`config.mk`:
```
export PLATFORM = sky130hd
export DESIGN_NAME = cache_fill_responder
export DESIGN_NICKNAME = d
export VERILOG_FILES = /design/src/rtl/cache_fill_responder.sv
export SDC_FILE = /design/constraint.sdc
export NUM_CORES = 1
export LEC_CHECK = 0
export ABC_AREA = 1
export CORE_MARGIN = 1
export CORE_UTILIZATION = 48
export DETAILED_ROUTE_END_ITERATION = 16
export DONT_BUFFER_PORTS = 1
export SLEW_MARGIN = 20
export SYNTH_ARGS = -nofsm -noshare
export SYNTH_HDL_FRONTEND = slang
export SYNTH_SLANG_ARGS = --single-unit
```
`constraint.sdc`:
```
create_clock -name clk -period 4.06 [get_ports clk]
set_input_delay 0.406 -clock clk [delete_from_list [all_inputs] [get_ports clk]]
set_output_delay 0.406 -clock clk [all_outputs]
set_load 0.01 [all_outputs]
```
`src/rtl/cache_fill_responder.sv`:
```
// Line-fill responder: fetches a cacheline from the SDRAM core as one linear burst and replays it critical-word-first.
// Fill strobe comes one cycle after the last read word (or after the write ack); commands are held until mem_ack.
module cache_fill_responder #(
   parameter int LINE_WORDS = 8,
   parameter int ADDR_W     = 32
) (
   input  logic              clk,
   input  logic              reset,
   input  logic              req,
   input  logic [ADDR_W-1:0] req_addr,
   input  logic              req_rw,
   input  logic [15:0]       req_wdata,
   output logic              fill,
   output logic [15:0]       fill_data,
   output logic              busy,
   output logic              mem_req,
   output logic [ADDR_W-1:0] mem_addr,
   output logic              mem_rw,
   output logic [15:0]       mem_wdata,
   input  logic              mem_ack,
   input  logic              mem_rvalid,
   input  logic [15:0]       mem_rdata
);

   localparam int                IW        = $clog2(LINE_WORDS);
   localparam logic [IW-1:0]     LAST      = IW'(LINE_WORDS - 1);
   localparam logic [ADDR_W-1:0] LINE_MASK = ADDR_W'((1 << (IW + 1)) - 1);

   typedef enum logic [2:0] {
      S_IDLE,
      S_RD_CMD,
      S_RD_COLLECT,
      S_EMIT,
      S_WR_CMD,
      S_WR_DONE,
      S_RELEASE
   } state_t;

   state_t            r_state;
   state_t            w_next;
   logic [ADDR_W-1:0] r_addr;
   logic [15:0]       r_wdata;
   logic [IW-1:0]     r_cnt;
   logic [IW-1:0]     r_k;
   logic [15:0]       r_line [LINE_WORDS];
   logic [IW-1:0]     w_crit;
   logic [IW-1:0]     w_idx;
   logic              w_capture;

   assign w_crit = r_addr[IW:1];
   assign w_idx  = w_crit + r_k;

   // A word arriving together with the command ack is the first word of the burst.
   assign w_capture = mem_rvalid &&
                      ((r_state == S_RD_CMD && mem_ack) || r_state == S_RD_COLLECT);

   always_ff @(posedge clk) begin
      if (!reset) begin
         r_state <= S_IDLE;
      end else begin
         r_state <= w_next;
      end
   end

   always_comb begin
      w_next = r_state;
      case (r_state)
         S_IDLE:       if (req) w_next = req_rw ? S_RD_CMD : S_WR_CMD;
         S_RD_CMD:     if (mem_ack) w_next = S_RD_COLLECT;
         S_RD_COLLECT: if (mem_rvalid && r_cnt == LAST) w_next = S_EMIT;
         S_EMIT:       if (r_k == LAST) w_next = S_RELEASE;
         S_WR_CMD:     if (mem_ack) w_next = S_WR_DONE;
         S_WR_DONE:    w_next = S_RELEASE;
         S_RELEASE:    if (!req) w_next = S_IDLE;
         default:      w_next = S_IDLE;
      endcase
   end

   always_comb begin
      fill      = 1'b0;
      fill_data = '0;
      busy      = (r_state != S_IDLE);
      mem_req   = 1'b0;
      mem_addr  = '0;
      mem_rw    = 1'b0;
      mem_wdata = '0;
      case (r_state)
         S_RD_CMD: begin
            mem_req  = 1'b1;
            mem_rw   = 1'b1;
            mem_addr = r_addr & ~LINE_MASK;
         end
         S_EMIT: begin
            fill      = (r_k == '0);
            fill_data = r_line[w_idx];
         end
         S_WR_CMD: begin
            mem_req   = 1'b1;
            mem_addr  = r_addr & ~ADDR_W'(1);
            mem_wdata = r_wdata;
         end
         S_WR_DONE: fill = 1'b1;
         default: ;
      endcase
   end

   always_ff @(posedge clk) begin
      if (!reset) begin
         r_addr  <= '0;
         r_wdata <= '0;
         r_cnt   <= '0;
         r_k     <= '0;
      end else begin
         case (r_state)
            S_IDLE: begin
               if (req) begin
                  r_addr  <= req_addr;
                  r_wdata <= req_wdata;
                  r_cnt   <= '0;
                  r_k     <= '0;
               end
            end
            S_RD_CMD, S_RD_COLLECT: if (w_capture) r_cnt <= r_cnt + 1'b1;
            S_EMIT:                 r_k <= r_k + 1'b1;
            default: ;
         endcase
      end
   end

   // Line storage carries no reset; a discarded partial line is simply overwritten.
   always_ff @(posedge clk) begin
      if (reset && w_capture) begin
         r_line[r_cnt] <= mem_rdata;
      end
   end

endmodule
```
==> results of run 1 <==
## worst paths after layout
kind | end | slack, ps
worst max-delay path | fill_data[14] | 730
worst min-delay path | r_line[7][13]$_DFFE_PP_ | 70
worst max register to register | r_line[2][10]$_DFFE_PP_ | 1610
worst min register to register | r_wdata[6]$_SDFFE_PN0P_ | 450
## sequential cells by signal (all words and copies together), names as in the netlist
signal   cells
r_addr      31
r_cnt        3
r_line     128
r_state      3
r_k          3
r_wdata     16
## cell usage after synthesis, types with 3 or more instances
| library cell | number |
|---|---|
| sky130_fd_sc_hd__o22ai_1 | 16 |
| sky130_fd_sc_hd__dfxtp_1 | 56 |
| sky130_fd_sc_hd__nand3_2 | 5 |
| sky130_fd_sc_hd__nand2_1 | 149 |
| sky130_fd_sc_hd__o21ai_0 | 81 |
| sky130_fd_sc_hd__nor2_1 | 135 |
| sky130_fd_sc_hd__clkbuf_1 | 20 |
| sky130_fd_sc_hd__inv_1 | 68 |
| sky130_fd_sc_hd__buf_6 | 6 |
| sky130_fd_sc_hd__nand3_1 | 40 |
| sky130_fd_sc_hd__inv_2 | 3 |
| sky130_fd_sc_hd__buf_2 | 13 |
| sky130_fd_sc_hd__nand2_2 | 3 |
| sky130_fd_sc_hd__ha_1 | 6 |
| sky130_fd_sc_hd__edfxtp_1 | 128 |
| sky130_fd_sc_hd__a21oi_1 | 52 |
| sky130_fd_sc_hd__buf_4 | 6 |
## cell families (layout without fill, tap and decap cells)
family	Yosys count	in the layout	synth area share, %
adders and majority gates	7	7	1.23
DFF	184	184	64.0
and+or+nand+nor	335	335	17.6
AOI/OAI and AO/OA	150	150	9.99
other	1	1	0.0484
xor gates and xnor gates	2	2	0.323
buffers and inverters	118	117	6.79
## cell type report
class                   count  area, µm²  share of cell area (%)
clock buffers              19        454                    5.38
multi-input cells         495       2260                    26.8
inverters                  72        272                    3.22
well taps                 216        270                    3.20
repair buffers             13       97.6                    1.16
flip-flops and latches    184       4960                    58.8
clock inverters            13        118                    1.39
## report_power, final
part           switching (mW)  internal (mW)  leakage [nW]
clock network           0.692          0.887         0.296
logic                   0.961          0.388          1.25
registers              0.0818           2.18          1.61
total                    1.73           3.45          3.16
## worst max-delay path, cell delays in order (launching register included)
cell,delay [ps]
sky130_fd_sc_hd__dfxtp_1,410
sky130_fd_sc_hd__ha_1,170
sky130_fd_sc_hd__inv_1,50
sky130_fd_sc_hd__fa_1,460
sky130_fd_sc_hd__inv_1,510
sky130_fd_sc_hd__buf_4,340
sky130_fd_sc_hd__o21ai_0,130
sky130_fd_sc_hd__o22ai_1,150
sky130_fd_sc_hd__nor2_1,60
sky130_fd_sc_hd__nor2_1,220
## layout by cell type (no fill, tap or decap)
| cell | count |
|---|---|
| sky130_fd_sc_hd__nand2_1 | 149 |
| sky130_fd_sc_hd__nor2_1 | 135 |
| sky130_fd_sc_hd__edfxtp_1 | 128 |
| sky130_fd_sc_hd__o21ai_0 | 81 |
| sky130_fd_sc_hd__inv_1 | 68 |
| sky130_fd_sc_hd__dfxtp_1 | 56 |
| sky130_fd_sc_hd__a21oi_1 | 52 |
| sky130_fd_sc_hd__nand3_1 | 40 |
| sky130_fd_sc_hd__clkbuf_16 | 18 |
| sky130_fd_sc_hd__o22ai_1 | 16 |
| sky130_fd_sc_hd__buf_4 | 13 |
| sky130_fd_sc_hd__ha_1 | 6 |
| sky130_fd_sc_hd__nand3_2 | 5 |
| sky130_fd_sc_hd__inv_4 | 4 |
| sky130_fd_sc_hd__nand2_2 | 3 |
| sky130_fd_sc_hd__inv_6 | 3 |
| sky130_fd_sc_hd__clkinv_4 | 3 |
| sky130_fd_sc_hd__inv_2 | 2 |
| sky130_fd_sc_hd__clkinv_2 | 2 |
| sky130_fd_sc_hd__bufinv_8 | 2 |
| sky130_fd_sc_hd__nor2_2 | 1 |
| sky130_fd_sc_hd__o32ai_1 | 1 |
| sky130_fd_sc_hd__xnor2_1 | 1 |
| sky130_fd_sc_hd__xnor2_2 | 1 |
| sky130_fd_sc_hd__clkinv_1 | 1 |
| sky130_fd_sc_hd__nor3_2 | 1 |
| sky130_fd_sc_hd__nor2_4 | 1 |
| sky130_fd_sc_hd__fa_1 | 1 |
| sky130_fd_sc_hd__conb_1 | 1 |
| sky130_fd_sc_hd__clkbuf_1 | 1 |
## per-layer routing
layer	track usage (%)	up-vias	part of all wire, %
met5	0	-	0
li1	-	2615	-
met2	34.0	157	50
met1	23.6	2478	43
met4	7.27	0	1.3
met3	6.52	14	5.8
==> impl_summary.txt, run 1 <==
----------------------------------------------------
[Global routing]
  GRT Residual Overflow ... 0
  Via count of the first global-routing pass ... between 4000 and 5000
  Overall fraction of global-route tracks in use ... 19.9%
  Antenna violations before repair ... 0
  Wire length of the first global-routing pass ... ~25000 µm
  Maximum number of pins on one net before global-route repair ... 65

[Floorplan]
  Die outline width ... 129 µm
  I/O pin count ... approximately 140
  Core region area ... 15800 µm²
  # rows ... 46
  Vertical die dimension ... 129 µm
  Floorplan die area ... 16700 µm²
  Starting density of the core ... between 40% and 50%

[Place]
  Sum of net half-perimeters after detailed placement ... 9950 µm
  Placer's final routability congestion estimate ... between 0.7 and 0.8
  Placed Area ... about 8000 µm²
  Count of buffers from port buffering ... 0
  Placed insts ... 980
  Placement-stage worst setup slack ... between 1000 and 1500 ps

[Synthesis]
  Biggest area contributors in the synthesized netlist ... sky130_fd_sc_hd__edfxtp_1 50%, sky130_fd_sc_hd__dfxtp_1 14%, sky130_fd_sc_hd__nand2_1 7.2%, sky130_fd_sc_hd__nor2_1 6.5%, sky130_fd_sc_hd__o21ai_0 5.2%
  Post-Synthesis Net Count ... ~900
  Register area share after synthesis ... 64.0%
  Proportion of synthesized flip-flops having asynchronous set or reset ... 0%
  Commonest register cell after synthesis ... sky130_fd_sc_hd__edfxtp_1
  Biggest area consumer among synthesized cells ... sky130_fd_sc_hd__edfxtp_1
  Avg Synthesized Cell Area ... roughly 9.7 µm²
  Yosys warns ... 0
  Netlist area before placement ... a little under 8000 µm²
  Synthesized netlist cell count ... about 800
  Register bit count reported by yosys ... ~180
  Number of synthesized flops with an enable pin ... 128
  Yosys top cell area share ... 49.6%
  Synth cell types ... 27

[Clocking]
  H-tree depth reported by CTS ... 4
  TritonCTS Sinks ... ~180
  Clock Root Buffer ... sky130_fd_sc_hd__clkbuf_16
  Cts hold-fix bufs ... 0
  Clock latency on the worst-skew pair ... approximately 430 ps
  Total CTS buffers ... 17
  Post CTS Setup Buffer Count ... 0
  Maximum clock path buffer count ... 2
  Number of instances resized during post-cts repair ... 0
  CTS tree ... built
  Clock transition at the registers of the reported paths ... 70 ps

[Cells and area]
  Core Util, Final ... between 50% and 60%
  Final non-filler cell area ... 8440 µm²
  Number of diodes added for antenna fixing ... 0
  Final standard cell count with taps included and fillers excluded ... just over 1000
  Area growth, synth to finish ... 8.83%
  Number of fillers in the final layout ... roughly 1400
  Nets ... 860
  Fraction of final layout cells with drive strength greater than 1 ... around 7.4%

[STA]
  Transition time at the pin with the least slew margin ... 899 ps
  Setup repair after global routing missed its margin ... no
  Worst Clk Skew ... about 7.3 ps
  Final setup violation count ... 0
  Final worst path period need ... ~3300 ps
  Setup ws final ... between 700 and 800 ps
  Pins over their slew limit ... 0
  Final count of hold timing violations ... 0
  Post-Route Hold Slack ... ~73 ps
  Worst max-slew margin expressed relative to the limit ... 40.0%
  Sum of negative setup slack ... 0 ps
  Fin crit share ... 82.0%
  Achievable clock frequency ... ~0.30 GHz

[Setup path]
  Critical path startpoint ... r_k[0]$_SDFFE_PN0P_
  Max FO, Critical Path ... 19
  Register-to-Register Path Depth ... 8
  Data arrival time of the worst path ... between 2000 and 3000 ps
  Crit path kind ... flop to primary output
  Element type at the critical path start ... flop
  Category of the worst setup path capture point ... primary output
  R2r startpoint ... r_state[1]$_SDFFE_PN0P_
  Data required time of the worst path ... 3650 ps

[Detailed routing]
  Number of violations reported at the end of detailed-routing iteration 0 ... between 200 and 250
  # DRC ... 0
  Total detailed-routing wirelength ... ~16000 µm
  Vias after detailed routing ... roughly 5300
  Routed WL per cell ... about 16 µm
  Initial DRT Pass Iterations ... 4
  Number of nets still failing antenna checks after routing ... 0
  Via/cell ratio ... about 5.2

[Worst hold path]
  Hold crit path type ... input pin to flop
  Number of cells on the worst hold path ... 0
  Launch point of the worst hold path ... mem_rdata[13]

[Power and ir drop]
  Worst IR Drop VDD ... ~0.31 mV
  Leakage power total ... approximately 3.2 nW
  Power density of the placed cells ... around 600 nW/µm²
  Post-layout power ... about 5.2 mW

[Status]
  Status ... complete, no violations

[Flow run]
  Max-cap viol count ... 0

----------------------------------------------------
Power figures use the tool's default switching activity.
==> inputs of run 2 (changes only) <==
- clock period: 4.06 -> 3.3 ns (I/O delays scaled with it)
==> run 2 against run 1 <==
  * Non-clock buffer count increased by 28
  * Power grew 24%
  * Clock power increased by 20%
  * Critical endpoint is now fill_data[15]
  * Sequential cell count unchanged
  * Combinational power rose by 28%
  * Clock skew is 1.6 ps lower
  * Worst setup slack lost 420 ps
  * Largest cell class unchanged
  * Sequential power up 23%
  * Design area rose by 2.9%
  * Sequential share of layout area down 1.7 points
  * Critical path type unchanged
  * Critical path depth grew 1
==> impl_summary.txt, run 2 (synthesized netlist as in run 1, its figures left out) <==
----------------------------------------------------
[Worst hold path]
  Hold crit path type ... input pin to flop
  Number of cells on the worst hold path ... 2

[Place]
  Placer's final routability congestion estimate ... around 0.74
  Placed insts ... a little under 1000
  Count of buffers from port buffering ... 0
  Sum of net half-perimeters after detailed placement ... approximately 10000 µm

[Setup path]
  Register-to-Register Path Depth ... 8
  Category of the worst setup path capture point ... primary output
  Cell type of the slowest stage on the worst timing path ... sky130_fd_sc_hd__fa_1
  Data arrival time of the worst path ... about 2700 ps
  Ordered list of cells on the worst path ... ha_1 -> inv_1 -> fa_1 -> inv_1 -> buf_4 -> o21ai_0 -> o22ai_1 -> nor2_1 -> nor2_1 -> buf_4
  Data required time of the worst path ... 2970 ps
  Max FO, Critical Path ... 28
  Number of logic stages on the critical path including buffering ... 10
  Element type at the critical path start ... flop
  Delay of the slowest cell on the worst path ... between 400 and 500 ps
  Crit path kind ... flop to primary output
  Critical path's top delay family ... buffers and inverters
  Buf/Inv on CP ... 4

[Clocking]
  Clock latency on the worst-skew pair ... between 400 and 500 ps
  Number of instances resized during post-cts repair ... 0
  H-tree depth reported by CTS ... 4
  Post CTS Setup Buffer Count ... 0
  Total CTS buffers ... 17
  Maximum clock path buffer count ... 2
  Clock Root Buffer ... sky130_fd_sc_hd__clkbuf_16
  Cts hold-fix bufs ... 16
  TritonCTS Sinks ... around 180
  Clock transition at the registers of the reported paths ... 70 ps
  CTS tree ... built

[Global routing]
  GRT Residual Overflow ... 0
  Overall fraction of global-route tracks in use ... about a fifth
  Wire length of the first global-routing pass ... between 20000 and 30000 µm
  Antenna violations before repair ... 0
  Via count of the first global-routing pass ... between 5000 and 6000
  Maximum number of pins on one net before global-route repair ... 65

[Cells and area]
  Most used cells in the layout excluding fill and tap cells ... 149 x sky130_fd_sc_hd__nand2_1, 135 x sky130_fd_sc_hd__nor2_1, 128 x sky130_fd_sc_hd__edfxtp_1
  Number of flip-flops under the largest register name ... approximately 130
  Area growth, synth to finish ... 12.0%
  Most common library cell in the layout ignoring fill and taps ... sky130_fd_sc_hd__nand2_1
  Nets ... about 890
  Final standard cell count with taps included and fillers excluded ... 1040
  Largest reg by FF count ... r_line
  Number of diodes added for antenna fixing ... 0
  Largest registers in the final layout ... r_line (128), r_addr (31), r_wdata (16)
  Fraction of final layout cells with drive strength greater than 1 ... 8.74%

[Power and ir drop]
  Leakage power total ... about 3.3 nW
  Net switching component of the power ... ~2.2 mW
  Switching power as a share of total power ... 33.9%
  Power density of the placed cells ... about 740 nW/µm²
  Post-layout power ... approximately 6.4 mW
  Worst IR Drop VDD ... 0.491 mV
  Portion of total power attributed to the clock network ... 29.7%
  Design internal power ... 4.24 mW
  Combinational share of power ... 27.0%
  Sequential share of power ... 43.3%

[STA]
  Transition time at the pin with the least slew margin ... 930 ps
  Final worst path period need ... between 2000 and 3000 ps
  Fin crit share ... between 90% and 100%
  Final count of hold timing violations ... 0
  Pins over their slew limit ... 0
  Setup repair after global routing missed its margin ... no
  Worst max-slew margin expressed relative to the limit ... 37.8%
  Sum of negative setup slack ... 0 ps
  Achievable clock frequency ... between 0.3 and 0.4 GHz
  Final setup violation count ... 0
  Worst Clk Skew ... about 5.7 ps

[Detailed routing]
  Routed WL per cell ... between 15 and 20 µm
  Number of nets still failing antenna checks after routing ... 0
  Initial DRT Pass Iterations ... 5
  Number of violations reported at the end of detailed-routing iteration 0 ... 335
  # DRC ... 0
  Via/cell ratio ... between 5 and 6
  Total detailed-routing wirelength ... around 17000 µm
  Vias after detailed routing ... between 5000 and 6000

[Status]
  Status ... complete, no violations

[Floorplan]
  Vertical die dimension ... roughly 130 µm
  Starting density of the core ... between 40% and 50%
  Core region area ... 15800 µm²
  Floorplan die area ... around 17000 µm²
  I/O pin count ... around 140
  Die outline width ... between 100 and 150 µm
  # rows ... 46

[Flow run]
  Max-cap viol count ... 0

----------------------------------------------------
[run 2: worst paths after layout]
kind | slack, ps | endpoint | start
max | 310 | fill_data[15] | r_k[0]$_SDFFE_PN0P_
min | 50 | r_wdata[3]$_SDFFE_PN0P_ | reset
max reg2reg | 860 | r_line[7][9]$_DFFE_PP_ | r_state[1]$_SDFFE_PN0P_
min reg2reg | 450 | r_wdata[15]$_SDFFE_PN0P_ | r_wdata[15]$_SDFFE_PN0P_
[run 2: metal layers]
layer | part of all wire [%] | vias up | GRT usage (%) | wire, µm
met2 | 50 | 177 | 36.0 | 8230
met1 | 44 | 2551 | 25.5 | 7250
met4 | 0.65 | 0 | 5.19 | 107
li1 | - | 2673 | - | -
met5 | 0 | - | 0 | 0
met3 | 5.6 | 12 | 5.20 | 923
[run 2: power by group through the flow]
stage	clock (mW)	sequential [mW]	combinational [mW]
final	1.90	2.78	1.73
after global routing	2.04	2.81	1.98
after CTS	1.94	2.78	1.75
after detailed placement	0	2.83	1.71
after global placement	0	2.82	1.65
after floorplan	0	2.79	1.45
[run 2: per-stage QoR]
step,cell area (µm²),hold WS [ps],util [%],setup WS [ps]
after global placement,7970,429,50.3,787
after global routing,8680,26.1,54.8,98.9
after CTS,8680,10.5,54.8,281
after floorplan,7750,429,-,1090
after detailed placement,7970,429,50.3,725
final,8680,46.1,54.8,308
[run 2: cell type report]
| type | count | area (µm²) |
|---|---|---|
| Inverter | 72 | 270 |
| Timing Repair Buffer | 41 | 360 |
| Tap cell | 216 | 270 |
| Sequential cell | 184 | 4960 |
| Multi-Input combinational cell | 495 | 2260 |
| Fill cell | 1418 | 7150 |
| Clock inverter | 15 | 129 |
| Clock buffer | 17 | 425 |
[run 2: worst reg2reg max path: stages, from the launching register on]
cell                      delay (ps)
sky130_fd_sc_hd__dfxtp_1         430
sky130_fd_sc_hd__inv_1           180
sky130_fd_sc_hd__nand3_2         140
sky130_fd_sc_hd__nand2_2         130
sky130_fd_sc_hd__nand3_2          90
sky130_fd_sc_hd__nor2_1          150
sky130_fd_sc_hd__nand2_1         130
sky130_fd_sc_hd__nor2_1          610
sky130_fd_sc_hd__buf_4           310
==> inputs of run 3 (changes only) <==
- PLACE_DENSITY: not set -> 0.69
==> run 3 against run 2 <==
  * Utilization increased by 0.17 points
  * Worst hold slack worse by 12 ps
  * Sequential share of layout area down 0.18 points
  * Maximum frequency fell by 1.7%
  * Sequential cell count unchanged
  * Critical endpoint is now fill_data[2]
==> impl_summary.txt, run 3 (synthesized netlist as in run 1, its figures left out) <==
----------------------------------------------------
[Floorplan]
  Core region area ... about 16000 µm²
  I/O pin count ... roughly 140
  Die outline width ... 129 µm
  Starting density of the core ... 49.0%
  Floorplan die area ... around 17000 µm²
  Vertical die dimension ... between 100 and 150 µm
  # rows ... 46

[Power and ir drop]
  Power density of the placed cells ... 734 nW/µm²
  Leakage power total ... approximately 3.3 nW
  Worst IR Drop VDD ... 0.420 mV

[Setup path]
  Category of the worst setup path capture point ... primary output
  Ordered list of cells on the worst path ... ha_2 -> inv_1 -> fa_1 -> buf_4 -> o21ai_0 -> o22ai_1 -> nor2_1 -> nor2_1 -> buf_4
  Data required time of the worst path ... a little under 3000 ps
  R2r startpoint ... r_state[1]$_SDFFE_PN0P_
  Critical path startpoint ... r_k[0]$_SDFFE_PN0P_
  Critical path's top delay family ... adder cells
  Cell type of the slowest stage on the worst timing path ... sky130_fd_sc_hd__fa_1
  Data arrival time of the worst path ... 2710 ps
  Element type at the critical path start ... flop
  Delay of the slowest cell on the worst path ... 660 ps
  Buf/Inv on CP ... 3
  Max FO, Critical Path ... 17
  Crit path kind ... flop to primary output

[Cells and area]
  Largest registers in the final layout ... r_line (128), r_addr (31), r_wdata (16)
  Most common library cell in the layout ignoring fill and taps ... sky130_fd_sc_hd__nand2_1
  Final non-filler cell area ... between 8000 and 9000 µm²
  Nets ... ~890
  Fraction of final layout cells with drive strength greater than 1 ... between 8 and 9%
  Most used cells in the layout excluding fill and tap cells ... 149 x sky130_fd_sc_hd__nand2_1, 135 x sky130_fd_sc_hd__nor2_1, 128 x sky130_fd_sc_hd__edfxtp_1
  Number of flip-flops under the largest register name ... 128
  Core Util, Final ... between 50% and 60%
  Area growth, synth to finish ... 12.3%
  Largest reg by FF count ... r_line
  Number of diodes added for antenna fixing ... 0

[Detailed routing]
  Via/cell ratio ... roughly 5.1
  Initial DRT Pass Iterations ... 5
  # DRC ... 0
  Vias after detailed routing ... 5362
  Number of nets still failing antenna checks after routing ... 0
  Number of violations reported at the end of detailed-routing iteration 0 ... 268
  Routed WL per cell ... 15.4 µm
  Total detailed-routing wirelength ... between 15000 and 20000 µm

[Global routing]
  Wire length of the first global-routing pass ... roughly 26000 µm
  Met2 track demand over resource in global routing ... 35.1%
  Busiest layer in global routing ... met2
  GR Layer Usage met3 ... ~6.6%
  Overall fraction of global-route tracks in use ... around a fifth
  Antenna violations before repair ... 0
  GRT Residual Overflow ... 0
  Via count of the first global-routing pass ... approximately 5000
  Maximum number of pins on one net before global-route repair ... between 60 and 70
  GR met1 Demand/Resource ... about a quarter

[Clocking]
  Clock Root Buffer ... sky130_fd_sc_hd__clkbuf_16
  Maximum clock path buffer count ... 2
  TritonCTS Sinks ... around 180
  CTS tree ... built
  Post CTS Setup Buffer Count ... 0
  Total CTS buffers ... 17
  H-tree depth reported by CTS ... 4
  Clock latency on the worst-skew pair ... 430 ps
  Clock transition at the registers of the reported paths ... about 70 ps

[Place]
  Sum of net half-perimeters after detailed placement ... just over 10000 µm
  Placer's final routability congestion estimate ... a little over 0.8
  Count of buffers from port buffering ... 0
  Placed Area ... 7990 µm²

[STA]
  Final worst path period need ... ~3000 ps
  Setup repair after global routing missed its margin ... no
  Worst max-slew margin expressed relative to the limit ... between 50 and 60%
  Achievable clock frequency ... between 0.3 and 0.4 GHz
  Final count of hold timing violations ... 0
  Worst Clk Skew ... 8.34 ps
  Fin crit share ... between 90 and 100%
  Pins over their slew limit ... 0
  Transition time at the pin with the least slew margin ... 690 ps
  Sum of negative setup slack ... 0 ps
  Final setup violation count ... 0

[Worst hold path]
  Hold crit path type ... input pin to flop
  Launch point of the worst hold path ... reset

[Flow run]
  Max-cap viol count ... 0

[Status]
  Status ... complete, no violations

----------------------------------------------------
## run 3: cell count changes in the layout (fill, tap and decap cells not counted), sizes merged
| cell | before | now |
|---|---|---|
| clkinvlp | 0 | 5 |
| clkinv | 7 | 6 |
| buf | 25 | 26 |
| clkbuf | 17 | 20 |
| dlygate4sd3 | 16 | 18 |
| inv | 78 | 72 |
| bufinv | 2 | 1 |
## run 3: worst paths after layout
kind	end	depth (start not counted)	slack (ps)
setup reg to reg	r_line[6][14]$_DFFE_PP_	8	1260
setup / recovery	fill_data[2]	9	260
hold / removal	r_wdata[15]$_SDFFE_PN0P_	2	30
hold reg to reg	r_addr[7]$_SDFFE_PN0P_	2	450
## run 3: layout make-up
cell class              count  area [µm²]
clock buffers              20         437
clock inverters            12         103
fillers                  1379        7120
inverters                  72         270
multi-input cells         495        2260
flip-flops and latches    184        4960
well taps                 216         270
repair buffers             44         400
## run 3: metal layers
layer	vias to the layer above	share of wire [%]
met5	-	0
met4	0	1.0
met3	14	6.7
met2	181	50
met1	2489	43
li1	2678	-
## run 3: report_power, final
part	leakage (nW)	switching (mW)	internal [mW]
Clock	0.245	0.829	1.03
Sequential	1.61	0.0997	2.68
Combinational	1.40	1.21	0.545
## run 3: repair_timing
item / in CTS / in global routing
hold buffers: 18 / 0
resized for setup: 0 / 0
endpoints found under the hold margin: 129 / 0
## run 3: per-stage QoR
step	total power, mW	setup WS, ps	hold slack (ps)	cells
6_report	6.40	256	34.2	1043
5_1_grt	6.80	2.87	11.2	1043
4_1_cts	6.46	185	0.394	1043
3_5_place_dp	4.56	650	429	993
3_3_place_gp	4.53	655	429	993
2_1_floorplan	4.24	1090	429	797
==> RTL edit, RTL diff (settings of run 2) <==
Set the parameter `ADDR_W` to 40 (it was 32).
--- a/src/rtl/cache_fill_responder.sv
+++ b/src/rtl/cache_fill_responder.sv
@@ -2,7 +2,7 @@
 // Fill strobe comes one cycle after the last read word (or after the write ack); commands are held until mem_ack.
 module cache_fill_responder #(
    parameter int LINE_WORDS = 8,
-   parameter int ADDR_W     = 32
+   parameter int ADDR_W     = 40
 ) (
    input  logic              clk,
    input  logic              reset,
Interface: changed (resized mem_addr and req_addr); port bits go from 138 to 154. No check against the original RTL was run, so the function may have changed too.
==> RTL edit against run 2 <==
  * Setup slack worse by 0.0058 ns
  * Final cell count up 3.8%
  * Area after synthesis increased by 4.2%
  * Combinational power up 8%
  * Power up 7.9%
  * Routed wire length is 6.1% higher
  * Worst hold slack worse by 0.026 ns
  * Sequential cell count increased by 8
  * Cell area rose by 4.4%
==> RTL edit: results (changes against run 2) <==
Setup path
  – Worst-path fanout max: 32 (+14%)
  – Register-to-Register Path Depth: 5 (-3)
  – CP peak stage delay: 0.49 ns (+0.03 ns)
  – Worst reg2reg path startpoint: r_state[2]
  – Reg2reg setup slack: 1.27 ns (+0.41 ns)
  – Dominant delay contributor by cell family on the critical path: adder cells
  – Reg-to-reg critical path endpoint: r_k[0]

Layout
  – Non-filler instance count after layout: 1,079 (+3.8%)
  – Nets@finish: 931 (+4.8%)
  – Registers with the most flip-flops: r_line x128, r_addr x39, r_wdata x16
  – Number of inserted filler cells in the final layout: 1,452 (+2.4%)
  – Fraction of final layout cells sized beyond drive strength 1: 7.451% (-1.3 points)

Clock tree
  – Hold buffer count at CTS: 17 (+1)

Logic synthesis
  – Fraction of synthesized cell area in xor and xnor cells: 0.3097% (-0.013 points)
  – Average footprint of a synthesized cell: 9.619 um2 (-1.1%)
  – Top post-synthesis cells by area: sky130_fd_sc_hd__edfxtp_1 48%, sky130_fd_sc_hd__dfxtp_1 16%, sky130_fd_sc_hd__nand2_1 6.6%
  – Compound-Gate Fraction of Synth Area: 10.89% (+0.90 points)
  – Number of library cell types mapped by synthesis: 28 (+3.7%)
  – Most instantiated cells after synthesis: 143 x sky130_fd_sc_hd__nand2_1, 141 x sky130_fd_sc_hd__nor2_1, 128 x sky130_fd_sc_hd__edfxtp_1
  – Sequential element share of the synthesized area: 63.43% (-0.62 points)

GRT
  – All-layer global routing usage: 21.02% (+0.44 points)
  – Antenna violations before repair: 1 (+1)
  – Largest net degree at the start of global routing: 81 (+25%)
  – Global-route wire length before repair: 28,190 um (+8.9%)

Routing
  – Number of iterations in the first detailed-routing pass: 4 (-1)
  – Final routed wire length divided by cell count: 16.23 um (+2.3%)
  – Drt first-iter violations: 285 (-15%)

STA
  – Final-layout setup total negative slack: 0 ns (unchanged)
  – Minimum hold slack: 0.01994 ns (-0.02621 ns)
  – Slew at the pin with the worst max-slew slack: 0.7336 ns (-0.1961 ns)
  – Worst clock skew on the final layout: 0.009216 ns (+0.003555 ns)

Placement
  – Placed cell area: 8269 um2 (+3.8%)
  – Post-Place Setup Slack: 0.7414 ns (+0.01680 ns)
  – Weighted congestion at the end of routability-driven global placement: 0.7742 (+4.8%)
  – Cell count after placement: 1,030 (+3.8%)
  – Post-detailed-placement half-perimeter wirelength: 10,590 um (+1.5%)

Status
  – Result of the run: complete, no violations

Power
  – Largest voltage drop on the vdd net: 0.5145 mV (+4.8%)
  – Leakage: 0.003407 uW (+3.5%)

Worst hold path
  – End of the worst hold path: r_cnt[2]
==> RTL edit: layer usage <==
metal / up-vias / global-route usage [%] / routed length [um]
li1: 2797 / - / -
met1: 2724 / 24.71 / 7441
met2: 183 / 36.21 / 8652
met3: 33 / 5.459 / 989
met4: 2 / 9.367 / 418
met5: - / 0 / 16
==> RTL edit: cells by family (layout without fill, tap and decap cells) <==
kind of cell / after synthesis / after routing
simple gates: 338 / 338
compound gates: 170 / 170
buf+inv: 130 / 149
flops: 192 / 192
xor+xnor: 2 / 2
other cells: 1 / 1
fa+ha+maj: 7 / 7
==> RTL edit: power groups by stage <==
| stage | logic [uW] | registers (uW) | clock network, uW |
|---|---|---|---|
| finish | 1860 | 2910 | 2150 |
| global route | 2120 | 2940 | 2280 |
| CTS | 1870 | 2910 | 2180 |
| detailed placement | 1830 | 2970 | 0 |
| global placement | 1760 | 2960 | 0 |
| floorplan | 1540 | 2910 | 0 |
==> RTL edit: layout make-up <==
type	instances	share of cell area (%)
clock inverter	13	2.030
tap	220	3.038
clock buffer	19	4.778
sequential	192	56.56
timing repair buffer	37	3.949
inverter	80	3.314
multi-input combinational	518	26.33
==> RTL edit: worst max-delay path by stage <==
| stage | from | end | slack, ns | cells past startpoint |
|---|---|---|---|---|
| 5_1_grt | r_k[0] | fill_data[7] | 0.09 | 8 |
| 2_1_floorplan | r_k[0] | fill_data[11] | 1.09 | 9 |
| 6_report | r_k[0] | fill_data[7] | 0.30 | 8 |
| 3_3_place_gp | r_k[0] | fill_data[2] | 0.82 | 9 |
| 4_1_cts | r_k[0] | fill_data[7] | 0.27 | 8 |
| 3_5_place_dp | r_k[0] | fill_data[7] | 0.74 | 8 |
